**config.mk**
```make
export PLATFORM = sky130hd
export DESIGN_NAME = hyst_control
export DESIGN_NICKNAME = d
export VERILOG_FILES = /design/src/rtl/hyst_control.sv
export SDC_FILE = /design/constraint.sdc
export NUM_CORES = 1
export LEC_CHECK = 0
export CORE_ASPECT_RATIO = 0.5
export CORE_MARGIN = 3
export CORE_UTILIZATION = 52
export CTS_CLUSTER_SIZE = 12
export DETAILED_ROUTE_END_ITERATION = 8
export PLACE_DENSITY = 0.75
export RECOVER_POWER = 100
export SYNTH_ARGS = -nofsm -noshare
export SYNTH_HDL_FRONTEND = slang
export SYNTH_SLANG_ARGS = --single-unit
```
**constraint.sdc**
```tcl
create_clock -name clk -period 2.39 [get_ports clk]
set_input_delay 0.239 -clock clk [delete_from_list [all_inputs] [get_ports clk]]
set_output_delay 0.239 -clock clk [all_outputs]
set_load 0.005 [all_outputs]
```
**src/rtl/hyst_control.sv**
```systemverilog
// hyst_control: heat/cool hysteresis controller with min-on hold, lockout and config fault detection
//   params : W (word width), MIN_ON (valid samples held before exit), LOCKOUT (cycles held off after exit)
//   inputs : clk, rst (async, active-low), enable, sample_valid, temp, hi_th, lo_th, hyst
//   outputs: heat_out, cool_out, busy, fault, state_o (0 IDLE, 1 HEAT, 2 COOL, 3 LOCKOUT)
//   option : HYST_DEBOUNCE_EN requires two consecutive matching samples to leave IDLE
module hyst_control #(
  parameter int W = 8,
  parameter int MIN_ON = 2,
  parameter int LOCKOUT = 8
) (
  input  logic         clk,
  input  logic         rst,
  input  logic         enable,
  input  logic         sample_valid,
  input  logic [W-1:0] temp,
  input  logic [W-1:0] hi_th,
  input  logic [W-1:0] lo_th,
  input  logic [W-1:0] hyst,
  output logic         heat_out,
  output logic         cool_out,
  output logic         busy,
  output logic         fault,
  output logic [1:0]   state_o
);
  typedef enum logic [1:0] {IDLE, HEAT, COOL, LOCK} state_t;
  state_t state;
  logic [7:0] on_cnt;
  logic [15:0] lock_cnt;
  logic [W:0] sum, dif;
  logic [W-1:0] heat_exit, cool_exit;
  logic [7:0] on_nxt;
  logic min_ok, go_cool, go_heat;
  localparam logic [15:0] LOCK_LD = 16'(LOCKOUT - 1);
`ifdef HYST_DEBOUNCE_EN
  logic pend, pend_dir;
`endif
  // Exit thresholds saturate rather than wrap.
  assign sum = {1'b0, lo_th} + {1'b0, hyst};
  assign dif = {1'b0, hi_th} - {1'b0, hyst};
  assign heat_exit = sum[W] ? '1 : sum[W-1:0];
  assign cool_exit = dif[W] ? '0 : dif[W-1:0];
  // on_nxt is k, the index of the current valid sample since entry.
  assign on_nxt = on_cnt == 8'hFF ? on_cnt : on_cnt + 8'd1;
  assign min_ok = on_nxt >= 8'(MIN_ON);
  assign go_cool = sample_valid && !fault && temp >= hi_th;
  assign go_heat = sample_valid && !fault && temp <= lo_th;
  assign heat_out = state == HEAT;
  assign cool_out = state == COOL;
  assign busy = state != IDLE;
  assign state_o = state;
  always_ff @(posedge clk or negedge rst) begin
    if (!rst) begin
      state <= IDLE;
      on_cnt <= '0;
      lock_cnt <= '0;
      fault <= 1'b0;
`ifdef HYST_DEBOUNCE_EN
      pend <= 1'b0;
      pend_dir <= 1'b0;
`endif
    end else begin
      fault <= lo_th >= hi_th;
      if (!enable) begin
        state <= IDLE;
        on_cnt <= '0;
        lock_cnt <= '0;
`ifdef HYST_DEBOUNCE_EN
        pend <= 1'b0;
`endif
      end else begin
        case (state)
          IDLE: begin
            on_cnt <= '0;
`ifdef HYST_DEBOUNCE_EN
            if (fault) pend <= 1'b0;
            else if (sample_valid) begin
              if (go_cool || go_heat) begin
                if (pend && pend_dir == go_cool) begin
                  state <= go_cool ? COOL : HEAT;
                  pend <= 1'b0;
                end else begin
                  pend <= 1'b1;
                  pend_dir <= go_cool;
                end
              end else pend <= 1'b0;
            end
`else
            if (go_cool) state <= COOL;
            else if (go_heat) state <= HEAT;
`endif
          end
          HEAT, COOL: begin
            if (fault) begin
              state <= LOCK;
              lock_cnt <= LOCK_LD;
            end else if (sample_valid) begin
              on_cnt <= on_nxt;
              if (min_ok && (state == HEAT ? temp >= heat_exit : temp <= cool_exit)) begin
                state <= LOCK;
                lock_cnt <= LOCK_LD;
              end
            end
          end
          default: begin
            if (lock_cnt == '0) state <= IDLE;
            else lock_cnt <= lock_cnt - 16'd1;
          end
        endcase
      end
    end
  end
endmodule

```
==> results_dict.tcl <==
set metrics [dict create \
    cp_data_arrival_time_ns 3.73 \
    clock_sinks 27 \
    grt_usage_pct 25.8 \
    synth_edf_count 0 \
    synth.cell_area_um2 3390 \
    dpl.hpwl_mm 7.60 \
    port_buffers 41 \
    final_common_cell "buf_4" \
    fin_crit_sh_pct 148 \
    r2r_start "on_cnt[0]" \
    r2r_slack_ns -0.28 \
    cts_buffers 3 \
    r2r_end "lock_cnt[5]" \
    root_buffer "clkbuf_16" \
    die_w_um 120 \
    crit_required_ns 2.59 \
    hold_viol 0 \
    holdCritStartpoint "lock_cnt[10]" \
    synth-adder-area-share_pct 24.4 \
    fp.dieH_um 63.1 \
    outcome "finished with violations" \
    synth-seq-cells 27 \
    core_um2 6180 \
    antenna_found_initial 0 \
    crit_path_max_incr_delay_ns 0.49 \
    endpoint_kind "register" \
    synth-main-ff-cell "dfrtp_1" \
    rows 20 \
    cts_hold_buf 0 \
    fmax_mhz 283 \
    syn_avg_cell_area_um2 8.27 \
    synthToLayoutAreaGrowth_pct 44.0 \
    rsz0062_at_grt "true" \
    min_period_ns 3.53 \
    relSlewSlack_pct 0.690 \
    post_drt_wl_per_cell_um 16.5 \
    setup_tns_ns -19.18 \
    setup.worst_path.start_class "input pin" \
    final_cell_mix "72 x buf_4, 54 x ha_1, 34 x nor2_1" \
    detail_route.iter0.violations 284 \
    worst_pin_slew_ns 1.49 \
    synthArstFlopShare_pct 100 \
    num_io_pins 42 \
    drive_gt1_share_pct 26.7 \
    holdPathEnd "lock_cnt[10]" \
    htreeDepth 1 \
    initial_core_util_pct 54.8 \
    antennaDiodeCount 0 \
    synth_nets 511 \
    cp_slowest_cell "clkdlybuf4s50_1" \
    yosysWarnings 0 \
    clk_pin_slew_ns 0.07 \
    netlist-cell-type-count 60 \
    dp_worst_setup_slack_ns -1.77 \
    clock_path_buffers 2 \
    worst_slack_ns -1.14 \
    critPathMaxFanout 6 \
    rr_worst_depth 11 \
    seq_area_frac_synth_pct 19.9 \
    grt_pass1_vias 3694 \
    syn_inst 410 \
    synth_compound_area_share_pct 24.0 \
    overflow 0 \
    grt_start_max_net_pins 28 \
    cap_violations 0 \
    muxShareOfSynthArea_pct 0.886 \
    firstDrtPassIters 5 \
    ir_drop_uv 390 \
    powerDensity_nw_per_um2 628 \
    finalPower_mw 3.06 \
    wl_mm 10.1 \
    synth-simple-area-share_pct 21.5 \
    drc 0 \
    synth_xor_area_share_pct 3.36 \
    worstSetupPathType "in -> reg" \
    cts_tree "built" \
    hp-class "reg -> reg" \
    violations "negative setup slack" \
    synth_top_family_by_area "adder cells" \
    vias 3623 \
    finalSetupViolCount 18 \
    hold_depth 1 \
    drv_slew 0 \
    p_leak_nw 2.40 \
    insertion_delay_ns 0.27 \
    routed_via_density 5.91 \
    globalplace.congestion 0.918 \
    antenna_left 0 \
    dieArea_um2 7580 \
    crit_chain "clkdlybuf4s50_1 > ha_4 > inv_1 > a21oi_2 > o21a_1 > nor2_4 > o21ai_4 > nand2b_1 > ha_1 > nor2b_1 > o211ai_1 > a21o_1 > a2111oi_4 > nor3_4 > buf_6 > a21oi_4 > clkbuf_16 > a221o_1" \
    fin_skew_ns 0.00411 \
    nNetsFinal 627 \
    grt_first_pass_wirelength_mm 16.4 \
]
through the flow:
stage	util, %	cell area, um2	hold WS (ns)	cells
after floorplan	-	3500	-0.0566	410
after global placement	73.1	4520	0.532	600
after detailed placement	73.1	4520	0.554	600
after CTS	76.2	4710	0.362	607
after global routing	78.9	4880	0.603	613
final	78.9	4880	0.580	613
sequential cells by signal (all words and copies together) (netlist names):
register	cells
fault	1
lock_cnt	16
on_cnt	8
state_o	2
worst max-delay path: cells and delay by family:
| kind | cells | cell delay, ns |
|---|---|---|
| adders and majority gates | 2 | 0.63 |
| and+or+nand+nor | 4 | 0.38 |
| buffers and inverters | 4 | 0.87 |
| AOI/OAI and AO/OA | 8 | 1.61 |
worst max-delay path by stage:
stage / start / endpoint / slack (ns) / cells after the start
6_report: hi_th[4] / lock_cnt[5] / -1.14 / 18
5_1_grt: hi_th[0] / lock_cnt[5] / -1.24 / 21
4_1_cts: hi_th[0] / lock_cnt[4] / -1.21 / 22
3_5_place_dp: hi_th[0] / lock_cnt[4] / -1.77 / 22
3_3_place_gp: hi_th[0] / lock_cnt[15] / -1.61 / 22
2_1_floorplan: hi_th[0] / lock_cnt[8] / -0.94 / 19
kinds of logic (layout without fill, tap and decap cells):
family,Yosys count,count (layout)
DFF,27,27
AOI/OAI and AO/OA,116,116
and+or+nand+nor,138,138
adders and majority gates,65,65
muxes,3,3
xor gates and xnor gates,13,13
buffers and inverters,48,163
layer usage:
metal  vias to the layer above  track usage, %  part of all wire, %
met2                       125            46.1                   49
li1                       1740               -                    -
met5                         -               0                    0
met3                        27            2.96                  4.6
met4                         0            7.56                  1.9
met1                      1731            32.9                   45
cell type report:
class	count	area [um2]
inverter	37	151
tap	88	110
clock buffer	3	75.1
timing repair buffer	122	1050
multi-input combinational	335	2810
fill	415	1300
clock inverter	1	7.51
sequential	27	676
synthesized netlist by cell type, types with 3 or more instances:
cell | count | area [um2]
nor2b_1 | 8 | 50.1
ha_1 | 63 | 788
a211oi_1 | 5 | 37.5
buf_2 | 5 | 25.0
a22oi_1 | 3 | 22.5
o31ai_1 | 5 | 37.5
inv_1 | 36 | 135
o21a_1 | 4 | 30.0
xor2_1 | 5 | 43.8
nor3_1 | 12 | 60.1
clkbuf_1 | 3 | 11.3
nor2_1 | 37 | 139
a221o_1 | 9 | 90.1
a21o_1 | 12 | 90.1
dfrtp_1 | 27 | 676
xnor2_1 | 8 | 70.1
nand2_1 | 25 | 93.8
nand4_1 | 5 | 31.3
nand2b_1 | 7 | 43.8
and3_1 | 10 | 62.6
or3_1 | 7 | 43.8
a21oi_1 | 30 | 150
nand3b_1 | 6 | 45.0
mux2i_1 | 3 | 30.0
a311oi_1 | 3 | 26.3
nand3_1 | 9 | 45.0
o21ai_0 | 19 | 95.1
power breakdown:
group / internal [mW] / leakage, nW / switching, mW / total (mW)
clock network: 0.228 / 0.0371 / 0.172 / 0.400
logic: 0.988 / 1.99 / 1.07 / 2.05
registers: 0.527 / 0.370 / 0.0816 / 0.609
what timing repair did:
action	CTS	global route
gates cloned	1	0
pin swaps	29	39
endpoints found under the setup margin	18	18
gates resized for setup	32	46
setup buffers	2	7
No activity file was read; power rests on OpenSTA's default activity.
